===== src/rtl/timer_pkg.sv =====
// Shared definitions for bus_timer: register offsets, CTRL layout and base address.
package timer_pkg;

  localparam logic [31:0] TIMER_BASE = 32'h0000_2000;

  localparam logic [1:0] CTRL_OFF   = 2'd0;
  localparam logic [1:0] LOAD_OFF   = 2'd1;
  localparam logic [1:0] COUNT_OFF  = 2'd2;
  localparam logic [1:0] STATUS_OFF = 2'd3;

  localparam int EN_BIT   = 0;
  localparam int AUTO_BIT = 1;
  localparam int IE_BIT   = 2;
  localparam int PSC_LSB  = 8;
  localparam int PSC_MSB  = 15;

  typedef struct packed {
    logic [7:0] psc;
    logic       ie;
    logic       auto_rl;
    logic       en;
  } ctrl_t;

  // Only the low 16 bits of CTRL carry state; everything else reads 0.
  function automatic ctrl_t ctrl_from_word(input logic [15:0] w);
    ctrl_t c;
    c.psc     = w[PSC_MSB:PSC_LSB];
    c.ie      = w[IE_BIT];
    c.auto_rl = w[AUTO_BIT];
    c.en      = w[EN_BIT];
    return c;
  endfunction

  function automatic logic [15:0] ctrl_to_word(input ctrl_t c);
    logic [15:0] w;
    w                  = '0;
    w[PSC_MSB:PSC_LSB] = c.psc;
    w[IE_BIT]          = c.ie;
    w[AUTO_BIT]        = c.auto_rl;
    w[EN_BIT]          = c.en;
    return w;
  endfunction

endpackage


===== src/rtl/timer_prescaler.sv =====
// 8-bit prescaler: tick when the count equals psc_i, then wraps to 0.
// Held at 0 while disabled or cleared.
module timer_prescaler (
  input  logic       clk_i,
  input  logic       rst_i,
  input  logic       enable_i,
  input  logic       clear_i,
  input  logic [7:0] psc_i,
  output logic       tick_o
);

  logic [7:0] cnt_q, cnt_d;
  logic       match;

  assign match  = (cnt_q == psc_i);
  assign tick_o = enable_i && match;

  always_comb begin
    cnt_d = cnt_q + 8'd1;
    if (clear_i || !enable_i || match) begin
      cnt_d = 8'd0;
    end
  end

  always_ff @(posedge clk_i or negedge rst_i) begin
    if (!rst_i) begin
      cnt_q <= 8'd0;
    end else begin
      cnt_q <= cnt_d;
    end
  end

endmodule


===== src/rtl/bus_timer.sv =====
// Memory-mapped down-counting timer with one-shot / auto-reload modes and a level irq.
// Define TIMER_IRQ_EN to implement CTRL.IE and drive irq_o; otherwise irq_o is tied 0.
module bus_timer
  import timer_pkg::*;
#(
  parameter logic [31:0] BASE_ADDR = TIMER_BASE,
  parameter int          XLEN      = 32
) (
  input  logic            clk_i,
  input  logic            rst_i,
  input  logic [31:0]     addr_i,
  input  logic [XLEN-1:0] wdata_i,
  input  logic            we_i,
  output logic [XLEN-1:0] rdata_o,
  output logic            sel_o,
  output logic            irq_o
);

  ctrl_t           ctrl_q, ctrl_d;
  logic [XLEN-1:0] load_q, load_d;
  logic [XLEN-1:0] count_q, count_d;
  logic            done_q, done_d;

  logic [1:0] off;
  logic       ctrl_wr, load_wr, status_wr;
  logic       freeze, psc_clear;
  logic       tick, tick_eff, expire;
  ctrl_t      wr_ctrl;
  logic       unused_addr_lsb;

  assign unused_addr_lsb = ^addr_i[1:0];

  assign sel_o     = (addr_i[31:4] == BASE_ADDR[31:4]);
  assign off       = addr_i[3:2];
  assign ctrl_wr   = we_i && sel_o && (off == CTRL_OFF);
  assign load_wr   = we_i && sel_o && (off == LOAD_OFF);
  assign status_wr = we_i && sel_o && (off == STATUS_OFF);

  always_comb begin
    wr_ctrl = ctrl_from_word(wdata_i[15:0]);
`ifndef TIMER_IRQ_EN
    wr_ctrl.ie = 1'b0;
`endif
  end

  // A CTRL write that drops EN stops counting on that very edge.
  assign freeze    = ctrl_wr && !wdata_i[EN_BIT];
  assign psc_clear = load_wr || freeze;
  assign tick_eff  = tick && !freeze;
  assign expire    = tick_eff && (count_q == '0);

  timer_prescaler u_psc (
    .clk_i    (clk_i),
    .rst_i    (rst_i),
    .enable_i (ctrl_q.en),
    .clear_i  (psc_clear),
    .psc_i    (ctrl_q.psc),
    .tick_o   (tick)
  );

  // Hardware updates first; bus writes afterwards so they win collisions,
  // except that a DONE set beats a same-cycle W1C.
  always_comb begin
    ctrl_d  = ctrl_q;
    load_d  = load_q;
    count_d = count_q;
    done_d  = done_q;

    if (expire) begin
      if (ctrl_q.auto_rl) begin
        count_d = load_q;
      end else begin
        ctrl_d.en = 1'b0;
      end
    end else if (tick_eff) begin
      count_d = count_q - 1'b1;
    end

    if (ctrl_wr) begin
      ctrl_d = wr_ctrl;
    end
    if (load_wr) begin
      load_d  = wdata_i;
      count_d = wdata_i;
    end
    if (status_wr && wdata_i[0]) begin
      done_d = 1'b0;
    end
    if (expire) begin
      done_d = 1'b1;
    end
  end

  always_ff @(posedge clk_i or negedge rst_i) begin
    if (!rst_i) begin
      ctrl_q  <= '0;
      load_q  <= '0;
      count_q <= '0;
      done_q  <= 1'b0;
    end else begin
      ctrl_q  <= ctrl_d;
      load_q  <= load_d;
      count_q <= count_d;
      done_q  <= done_d;
    end
  end

  always_comb begin
    rdata_o = '0;
    if (sel_o) begin
      case (off)
        CTRL_OFF:   rdata_o = XLEN'(ctrl_to_word(ctrl_q));
        LOAD_OFF:   rdata_o = load_q;
        COUNT_OFF:  rdata_o = count_q;
        STATUS_OFF: rdata_o = XLEN'(done_q);
        default:    rdata_o = '0;
      endcase
    end
  end

`ifdef TIMER_IRQ_EN
  assign irq_o = done_q && ctrl_q.ie;
`else
  assign irq_o = 1'b0;
`endif

endmodule


===== config.mk =====
export PLATFORM = sky130hd
export DESIGN_NAME = bus_timer
export DESIGN_NICKNAME = d
export VERILOG_FILES = /design/src/rtl/timer_pkg.sv /design/src/rtl/timer_prescaler.sv /design/src/rtl/bus_timer.sv
export SDC_FILE = /design/constraint.sdc
export NUM_CORES = 1
export LEC_CHECK = 0
export ABC_AREA = 1
export BUFFER_PORTS_ARGS = -buffer_cell sky130_fd_sc_hd__clkbuf_2
export CAP_MARGIN = 20
export CORE_ASPECT_RATIO = 1.25
export CORE_MARGIN = 2
export CORE_UTILIZATION = 40
export CTS_CLUSTER_DIAMETER = 40
export DETAILED_ROUTE_END_ITERATION = 7
export SLEW_MARGIN = 20
export SYNTH_ARGS = -nofsm -noshare
export SYNTH_HDL_FRONTEND = slang
export SYNTH_SLANG_ARGS = --single-unit

===== constraint.sdc =====
create_clock -name clk_i -period 2.2 [get_ports clk_i]
set_input_delay 0.44 -clock clk_i [delete_from_list [all_inputs] [get_ports clk_i]]
set_output_delay 0.44 -clock clk_i [all_outputs]
set_load 0.005 [all_outputs]

; Yosys cells after proc, flatten, opt, wreduce, memory -nomap -nowiden
; Index checks and enable logic that the tools add are counted.
[totals]
reg_bits = 83
[op_classes]
mux = 12
n_eq_ne = 7
reduce_logical = 22
addsub = 2
[op_table]
columns = op, n
row1 = 32-bit 2-to-1 mux, 5
row2 = 32-bit case mux with 4 select lines, 1
row3 = 32-bit zero test, 1
row4 = 32-bit by 1-bit subtractor with 32-bit output (second input constant), 1
row5 = 28-bit by 10-bit equality test with 1-bit output (second input constant), 1
row6 = 1-bit logical AND, 9
row7 = 8-bit by 1-bit adder with 8-bit output (second input constant), 1
row8 = 8-bit equality test, 1
row9 = 8-bit 2-to-1 mux, 1
row10 = 1-bit 2-to-1 mux, 5
row11 = 2-bit equality test (second input constant), 2
row12 = 2-bit AND reduction, 2
row13 = 2-bit nonzero test, 2
row14 = 1-bit zero test, 3
row15 = 1-bit logical OR, 3
row16 = 3-bit inequality test (second input constant), 1
row17 = 3-bit nonzero test, 1
row18 = 2-bit by 1-bit equality test with 1-bit output (second input constant), 1
row19 = 2-bit zero test, 1
row20 = 2-bit by 1-bit inequality test with 1-bit output (second input constant), 1

; Depth between registers and ports, before layout
; Gate-level depths: netlist of the first run.
[depth]
ltp_word = 9
ltp_mapped = 14

; Cells and area by module
; A second synthesis of the first run with hierarchy kept.
[unflattened]
hier_cells = 857
hier_area_um2 = 5699.2
[by_module_without_submodules]
columns = mod, area_each_um2, cells_each, seq_area_each_um2, instances
row1 = bus_timer, 5180.0, 784, 1876.8, 1
row2 = timer_prescaler, 519.2, 73, 200.2, 1

; Least setup slack after synthesis of the first run
; Ideal clock, no wire load.
[synth_path]
kind = reg2reg
from = register count_q[0]
to = register count_q[16]
setup_time_ns = 0.117
path_buffers = 1
stages_incl_launch_ff = 13
required_time_ns = 2.083
arrival_time_ns = 1.851
path_slack_ns = 0.232
synth_period_minus_slack_ns = 1.968
cell_sequence = dfrtp_1 -> inv_1 -> ha_1 -> nand3_2 -> nor2_8 -> nand4_4 -> nor2_8 -> nand3_4 -> buf_4 -> nand3_1 -> nand3_2 -> nand2_1 -> nand2_1
[synth_between]
elab_chain_cells = 4
elab_cells_between_ends = 9
[synth_lines]
columns = element, line_no
row1 = "start, declared", bus_timer.sv:21  ; logic [XLEN-1:0] count_q, count_d;
row2 = "start signal, assigned", bus_timer.sv:103  ; count_q <= count_d;
row3 = 32-bit by 1-bit subtractor with 32-bit output or 32-bit zero test (tied branches), "bus_timer.sv:76, bus_timer.sv:50"
row4 = 32-bit 2-to-1 mux or 1-bit logical AND (tied branches), "bus_timer.sv:75, bus_timer.sv:50"
row5 = 32-bit 2-to-1 mux (tied with other cells), bus_timer.sv:69  ; if (expire) begin
row6 = 32-bit 2-to-1 mux or 2-bit AND reduction (tied branches), n/a
; Parallel ways exist; a longest one is shown, timed or not. The select of a mux whose other input is x is not followed.
; A chain may end at the register's enable or synchronous reset.

; Final worst setup path of the first run
[layout_path]
from = input port addr_i[9]
to = output port rdata_o[6]
[layout_between]
elab_chain_cells = 2
[layout_lines]
columns = element, line_no
row1 = "start, declared", bus_timer.sv:11  ; input logic [31:0] addr_i,
row2 = 28-bit by 10-bit equality test with 1-bit output, bus_timer.sv:33  ; assign sel_o = (addr_i[31:4] == BASE_ADDR[31:4]);
row3 = 32-bit 2-to-1 mux, bus_timer.sv:110  ; if (sel_o) begin
row4 = "end, declared", bus_timer.sv:14  ; output logic [XLEN-1:0] rdata_o,
; Every way passes these cells.

==> results.tsv, run 1 <==
metric	value	unit
Routed Antenna Nets	0	
total power	3.317	mW
NumNets Final	1046	
clock tree root buffer cell	clkbuf_16	
Syn Area/Cell	6.943	µm²
Port Buf Inserts	97	
endpoints failing hold	0	
Multi-input gate area	3493	µm²
Metal-1 WL	7209	µm
GRT overflow	0	
num rows	49	
clk sinks	83	
CP Launch Type	input port	
family with the most delay on the worst path	simple AND/OR/NAND/NOR gates	
Die Ht	139.6	µm
length of the first detailed-routing pass in iterations	5	
post-DR vias/cell	5.045	
CTS Hold Bufs	0	
Slew Limit Headroom	66.53	%
total number of vias	5852	
antenna cells	0	
WL/cell	14.63	µm
drt first-iter violations	252	
Hold WC Path Type	input port to asynchronous set/reset pin	
register area	2079	µm²
number of global-route vias before repair	5701	
power per cell area	448.7	nW/µm²
Mapped Cells	847	
crit path buf inv count	4	
RSZ-0062 raised after global routing	yes	
crit end category	primary output	
gpl congestion	0.8790	
fraction of layout cells with a size suffix above 1	27.60	%
peak supply drop	0.3635	mV
H-tree levels	3	
status	completed	
Initial Util	40.82	%
WP data arrival	1630	ps
register bit total from synthesis	83	
All-Layer GR Usage	22.37	%
clk_lat worst skew	350	ps
Filler cells	1474	
Core ar.	14410	µm²
commonest non-fill, non-tap cells in the layout	nand2_1 (299), clkbuf_2 (96), dfrtp_1 (81)	
clk buf depth	2	
Max Cap Viol	0	
critical path class	input port to primary output	
met3 WL	713	µm
Period minus WS final	2066	ps
clock buffer count from CTS	9	
Slew @ Worst Pin	498.3	ps
Ports	101	
die area	15690	µm²
CTS tree	built	
crit-path max cell delay	180	ps
Warnings, synthesis	0	
WL final	16980	µm
max-slew violation count	0	
Final Skew	7.319	ps
Slowest cell on crit path	a21oi_4	
Syn-to-layout area delta	25.70	%
DR top layer	met4	
Critical Path RT	1760	ps
utilization after layout	51.31	%
final worst-path cycle share	93.91	%
Pleak	4.107	nW
endpoints failing setup	0	
DRC	0	
fmax	484.0	MHz
Net Count, Synth	916	
count of cell types in the netlist	41	
commonest non-fill, non-tap cell in the layout	nand2_1	
post-synthesis sequential area ratio	35.32	%
routed wl met2	8496	µm
initial antenna violation count	0	
CP Cell Sequence	clkbuf_2, nor2_1, nand2_1, nor2_2, nand2_1, nor2_2, inv_1, buf_12, a21oi_4, clkbuf_2	
chip width	112.5	µm
cell area after synthesis	5881	µm²
first-pass GRT wire length	28240	µm
Final HPWL DP	12400	µm
crit path max fanout	20	
largest net degree at the start of global routing	84	
Reg clk slew, reported paths	60	ps
worst reg2reg max path, delay by kind of cell (launching register included):
kind	cells	cell delay, ps
simple gates	10	990
flops	1	400
buf+inv	4	450
fa+ha+maj	1	150
kinds of logic after synthesis:
kind of cell / Yosys count / synth area share (%)
AO/OA/AOI/OAI: 54 / 4.979
adder cells (fa/ha/maj): 2 / 0.4255
buffers and inverters: 100 / 7.638
multiplexers: 6 / 1.149
other: 1 / 0.06377
flip-flops: 83 / 35.32
XOR/XNOR: 33 / 4.915
AND/OR/NAND/NOR: 568 / 45.51
sequential cells by signal, indices dropped and copies added, names as in the netlist:
| signal | count |
|---|---|
| count_q | 32 |
| ctrl_q | 10 |
| done_q | 1 |
| load_q | 32 |
| u_psc.cnt_q | 8 |
worst paths after layout:
| kind | from | to | slack [ps] | cells past startpoint |
|---|---|---|---|---|
| min in group clk_i | wdata_i[24] | load_q[24] | 320 | 3 |
| min | rst_i | load_q[20] | 90 | 2 |
| max | addr_i[9] | rdata_o[6] | 130 | 10 |
| max reg2reg | count_q[1] | count_q[16] | 160 | 15 |
| max in group asynchronous | rst_i | count_q[20] | 1680 | 2 |
| min reg2reg | load_q[29] | load_q[29] | 500 | 2 |
layout make-up:
cell class / instances / area share [%]
clock buffer: 9 / 3.047
clock inverter: 7 / 1.151
inverter: 66 / 3.453
multi-input combinational: 664 / 47.26
sequential: 83 / 28.13
tap: 178 / 3.013
timing repair buffer: 153 / 13.95
what timing repair did:
action | 4_1_cts | 5_1_grt
pin swaps | 0 | 7
gates resized for setup | 2 | 38
cloned | 0 | 0
setup endpoints to repair | 12 | 55
setup buffers | 0 | 5
endpoints found under the hold margin | 0 | 0
synth_stat cells, drive strengths merged:
library cell / count / area (µm²)
xor2: 14 / 122.6
nor3b: 3 / 22.52
nor3: 9 / 55.05
nand2: 326 / 1281
and2: 1 / 6.260
a221oi: 2 / 17.52
nand3b: 4 / 30.03
a21boi: 1 / 7.510
ha: 2 / 25.02
inv: 64 / 245.2
a21oi: 26 / 130.1
conb: 1 / 3.750
and3: 1 / 6.260
mux2: 6 / 67.56
a31oi: 8 / 50.05
xnor2: 19 / 166.4
nand4: 20 / 161.4
nor2: 98 / 437.9
clkinv: 2 / 7.510
nor4: 2 / 27.53
dfrtp: 83 / 2077
o211ai: 1 / 7.510
buf: 13 / 117.6
o21ai: 16 / 80.08
clkbuf: 21 / 78.83
nand3: 104 / 648.1
per-layer routing:
layer,vias to the layer above,GRT usage [%]
met5,-,0
met4,0,8.472
met3,28,3.354
met2,142,38.52
met1,2699,28.28
li1,2983,-
metrics by stage:
stage	instance area [µm²]	hold WS (ps)	setup TNS, ps	cells	setup slack, ps
6_report	7392	85.25	0	1160	134.0
2_1_floorplan	5881	144.4	0	847	231.9
3_5_place_dp	6855	487.0	-115.4	1139	-115.4
4_1_cts	7174	147.3	0	1155	6.240
3_3_place_gp	6855	482.3	-94.15	1139	-94.15
5_1_grt	7392	164.2	-6.234	1160	-4.059
power breakdown:
part / total (mW) / leakage [nW] / internal, mW / switching [mW]
sequential: 1.53 / 1.10 / 1.53 / 0.00257
combinational: 0.183 / 2.85 / 0.0714 / 0.111
clock: 1.61 / 0.152 / 0.901 / 0.705
Note: power is estimated with default switching activity, not from simulation.
==> run 2: changes to the inputs <==
--- a/config.mk
+++ b/config.mk
@@ -13,6 +13,8 @@
 export CORE_UTILIZATION = 40
 export CTS_CLUSTER_DIAMETER = 40
 export DETAILED_ROUTE_END_ITERATION = 7
+export HOLD_SLACK_MARGIN = 0.02
+export MAX_ROUTING_LAYER = met4
 export SLEW_MARGIN = 20
 export SYNTH_ARGS = -nofsm -noshare
 export SYNTH_HDL_FRONTEND = slang
==> run 2 against run 1 <==
Net effect: global-route usage up 0.69 points; via count down 0.14%; non-clock buffer count unchanged; critical path depth unchanged; routed wire length about the same; setup slack better by 9.2 ps; largest power group unchanged; design area unchanged; die area unchanged; highest routed layer unchanged; sequential power about the same.
==> results.tsv, run 2 (synthesis results as in run 1) <==
metric	value	unit
Pleak	4.107	nW
Slew Limit Headroom	66.73	%
fraction of layout cells with a size suffix above 1	27.60	%
clock buffer count from CTS	9	
NumNets Final	1046	
Core ar.	14410	µm²
clk_lat worst skew	350	ps
endpoints failing setup	0	
clock tree root buffer cell	clkbuf_16	
All-Layer GR Usage	23.06	%
DRC	0	
length of the first detailed-routing pass in iterations	4	
max-slew violation count	0	
chip width	112.5	µm
final worst-path cycle share	93.49	%
CP Launch Type	input port	
crit path max fanout	20	
fmax	486.2	MHz
power per cell area	448.5	nW/µm²
Period minus WS final	2057	ps
WL/cell	14.64	µm
gpl congestion	0.8936	
peak supply drop	0.3637	mV
initial antenna violation count	0	
Reg clk slew, reported paths	60	ps
Reg power frac	46.1	%
Cells after DPL	1139	
drt first-iter violations	285	
Filler cells	1474	
status	completed	
largest registers	count_q x32, load_q x32, ctrl_q x10	
final hold slack	103.1	ps
num rows	49	
register area	2079	µm²
H-tree levels	3	
largest net degree at the start of global routing	84	
WP data arrival	1620	ps
Ports	101	
die area	15690	µm²
number of global-route vias before repair	5693	
Pint	2.499	mW
Initial Util	40.82	%
Die Ht	139.6	µm
Routed Antenna Nets	0	
Port Buf Inserts	97	
Max Cap Viol	0	
Sw Share	24.64	%
commonest non-fill, non-tap cell in the layout	nand2_1	
clk buf depth	2	
non-filler cells, final	1160	
Critical Path RT	1760	ps
Hold WC Path Type	input port to asynchronous set/reset pin	
crit end category	primary output	
Syn-to-layout area delta	25.70	%
Final HPWL DP	12400	µm
endpoints failing hold	0	
combinational share of power	5.5	%
total number of vias	5844	
Final Skew	5.458	ps
RSZ-0062 raised after global routing	yes	
CTS tree	built	
critical path class	input port to primary output	
antenna cells	0	
commonest non-fill, non-tap cells in the layout	nand2_1 (299), clkbuf_2 (96), dfrtp_1 (81)	
clock power share	48.3	%
post-DR vias/cell	5.038	
CTS Hold Bufs	0	
first-pass GRT wire length	28260	µm
Multi-input gate area	3493	µm²
Psw	0.8167	mW
clk sinks	83	
WL final	16990	µm
GRT overflow	0	
Slew @ Worst Pin	495.3	ps
==> run 2: layout make-up <==
type,count,area share (%)
clock buffer,9,3.047
inverter,66,3.453
tap,178,3.013
multi-input combinational,664,47.26
timing repair buffer,153,13.95
sequential,83,28.13
clock inverter,7,1.151
==> run 2: worst max-delay path: stages <==
cell,delay (ps)
clkbuf_2,90
nor2_1,100
nand2_1,60
nor2_2,140
nand2_1,80
nor2_2,120
inv_1,90
buf_12,170
a21oi_4,170
clkbuf_2,140
==> run 2: repair_timing <==
item,4_1_cts,5_1_grt
gates resized for setup,2,38
setup endpoints to repair,12,55
pin swaps,0,7
cloned,0,0
setup buffers,0,5
==> run 2: power by group through the flow <==
stage | clock (mW) | combinational (mW) | sequential (mW)
detailed placement | 0 | 0.185 | 1.56
finish | 1.60 | 0.183 | 1.53
global route | 1.69 | 0.207 | 1.53
floorplan | 0 | 0.0559 | 1.56
global placement | 0 | 0.185 | 1.56
CTS | 1.64 | 0.187 | 1.53
==> run 2: per-stage QoR <==
stage / util [%] / setup TNS (ps) / power (mW) / cell area, µm² / setup WS (ps)
3_3_place_gp: 47.58 / -94.15 / 1.743 / 6855 / -94.15
3_5_place_dp: 47.58 / -115.4 / 1.744 / 6855 / -115.4
6_report: 51.31 / 0 / 3.315 / 7392 / 143.2
5_1_grt: 51.31 / -6.234 / 3.427 / 7392 / -4.059
4_1_cts: 49.80 / 0 / 3.354 / 7174 / 6.240
2_1_floorplan: - / 0 / 1.614 / 5881 / 231.9
==> run 2: path summary, 6_finish.rpt <==
path | cells past startpoint | end | slack [ps] | startpoint
max | 10 | rdata_o[6] | 140 | addr_i[9]
min | 2 | load_q[20] | 100 | rst_i
max reg2reg | 13 | count_q[18] | 160 | count_q[1]
min reg2reg | 2 | load_q[29] | 500 | load_q[29]
max in group asynchronous | 2 | count_q[12] | 1680 | rst_i
min in group clk_i | 3 | load_q[24] | 320 | wdata_i[24]
==> run 2: routing by layer <==
layer	track usage, %	vias to the layer above	wire [µm]
met2	38.46	151	8511
met1	28.41	2681	7198
met3	3.354	30	764
li1	-	2982	-
met5	-	-	0
met4	8.472	0	513
==> run 3: changes to the inputs <==
--- a/config.mk
+++ b/config.mk
@@ -13,6 +13,7 @@
 export CORE_UTILIZATION = 40
 export CTS_CLUSTER_DIAMETER = 40
 export DETAILED_ROUTE_END_ITERATION = 7
+export GPL_TIMING_DRIVEN = 0
 export HOLD_SLACK_MARGIN = 0.02
 export MAX_ROUTING_LAYER = met4
 export SLEW_MARGIN = 20
==> run 3 against run 2 <==
Net effect: sequential share of layout area is 0.41 points lower; combinational power grew 3%; clock power barely moved; the run now ends with negative setup slack left; first-iteration DRC count grew 26%; setup slack lost 160 ps; non-clock buffer count fell by 7; critical path depth grew 1; final cell count down 0.52%.
==> results.tsv, run 3 (synthesis results as in run 1) <==
metric	value	unit
status	finished with violations	
failing checks	negative setup slack	
clk_lat worst skew	350	ps
largest registers	count_q x32, load_q x32, ctrl_q x10	
setup ws final	-13.81	ps
critical path class	input port to primary output	
drt first-iter violations	358	
antenna cells	0	
gpl congestion	0.9420	
crit path buf inv count	5	
Syn-to-layout area delta	27.40	%
total number of vias	5980	
crit path max fanout	6	
Final Skew	10.32	ps
CP Cell Sequence	buf_6, inv_4, nor2_4, nand2_2, nor2_4, nand3_2, nor2_4, clkinv_4, clkbuf_16, a21oi_1, clkbuf_2	
Critical Path RT	1760	ps
Slew @ Worst Pin	747.2	ps
crit-path max cell delay	200	ps
crit end category	primary output	
commonest non-fill, non-tap cells in the layout	nand2_1 (300), clkbuf_2 (92), dfrtp_1 (83)	
Port Buf Inserts	96	
r2r worst-path depth	12	
H-tree levels	3	
Most Frequent Cell on Critical Path	nor2_4	
largest net degree at the start of global routing	84	
CP Launch Type	input port	
clock buffer count from CTS	9	
utilization after layout	52.00	%
Filler cells	1470	
WL/cell	16.34	µm
All-Layer GR Usage	24.64	%
Slowest cell on crit path	nor2_4	
clock tree root buffer cell	clkbuf_16	
fraction of layout cells with a size suffix above 1	28.38	%
CTS Hold Bufs	0	
Hold WC Path Type	input port to asynchronous set/reset pin	
Multi-input gate area	3649	µm²
WL final	18860	µm
clk buf depth	2	
first-pass GRT wire length	29680	µm
clk sinks	83	
RSZ-0062 raised after global routing	yes	
critical path endpoint	rdata_o[3]	
die area	15690	µm²
length of the first detailed-routing pass in iterations	5	
non-filler cells, final	1154	
num rows	49	
Cells after DPL	1121	
Period minus WS final	2214	ps
final setup TNS	-21.54	ps
Pleak	4.073	nW
initial antenna violation count	0	
worst reg2reg path endpoint	count_q[30]	
WP data arrival	1770	ps
critical path depth	11	
Routed Antenna Nets	0	
final hold slack	116.1	ps
endpoints failing setup	2	
GRT overflow	0	
Core ar.	14410	µm²
commonest non-fill, non-tap cell in the layout	nand2_1	
post-DR vias/cell	5.182	
Slew Limit Headroom	50.18	%
chip width	112.5	µm
endpoints failing hold	0	
max-slew violation count	0	
setup slack at placement	-495.1	ps
number of global-route vias before repair	5851	
Max Cap Viol	0	
launch point of the worst reg-to-reg path	count_q[1]	
CTS tree	built	
family with the most delay on the worst path	simple AND/OR/NAND/NOR gates	
Die Ht	139.6	µm
peak supply drop	0.4013	mV
Worst R2R Setup Slack	120	ps
NumNets Final	1040	
register area	2077	µm²
Worst setup startpoint	addr_i[13]	
Initial Util	40.82	%
Reg clk slew, reported paths	60	ps
power per cell area	446.7	nW/µm²
final worst-path cycle share	100.6	%
fmax	451.7	MHz
DRC	0	
Final HPWL DP	13850	µm
Ports	101	
-- run 3: cell types whose count changed in the layout (fill, tap and decap cells not counted), moves of 4 or more --
cell	change
clkbuf_4	+4
a31oi_4	+6
clkbuf_2	-4
nor2_2	+4
a31oi_2	-5
a21oi_1	-13
nor2_1	-7
buf_2	+11
a21oi_2	+13
buf_4	-28
clkbuf_1	+8
-- run 3: cell type report --
| class | instances | share of cell area, % |
|---|---|---|
| Multi-Input combinational cell | 665 | 48.70 |
| Sequential cell | 83 | 27.72 |
| Timing Repair Buffer | 112 | 9.168 |
| Buffer | 34 | 3.808 |
| Inverter | 66 | 3.474 |
| Clock buffer | 10 | 3.190 |
| Tap cell | 178 | 2.973 |
| Clock inverter | 6 | 0.9686 |
-- run 3: repair_timing --
action,in CTS,in global routing
pin swaps,3,14
setup endpoints to repair,64,64
hold endpoints to repair,0,0
buffers inserted,5,8
gates resized for setup,27,91
gates cloned,0,4
-- run 3: metal layers --
layer  wire length [µm]  GRT usage [%]  part of all wire (%)
met5                  0              -                     0
met3                912          3.963                   4.8
met4                352          8.537                   1.9
met1               7800          29.08                    41
met2               9790          42.55                    52
-- run 3: how the worst min path moves through the flow --
stage | to | start
floorplan | count_q[0] | rst_i
global placement | load_q[29] | load_q[29]
detailed placement | load_q[23] | load_q[23]
CTS | load_q[7] | rst_i
global route | load_q[7] | rst_i
finish | load_q[21] | rst_i
-- run 3: metrics by stage --
step | instance area, µm² | total power [mW]
after floorplan | 5881 | 1.614
after global placement | 6584 | 1.733
after detailed placement | 6593 | 1.733
after CTS | 7028 | 3.345
after global routing | 7492 | 3.454
final | 7492 | 3.347
-- run 3: report_power, final --
| group | switching, mW | internal (mW) |
|---|---|---|
| sequential | 0.00282 | 1.53 |
| combinational | 0.120 | 0.0694 |
| clock | 0.702 | 0.926 |
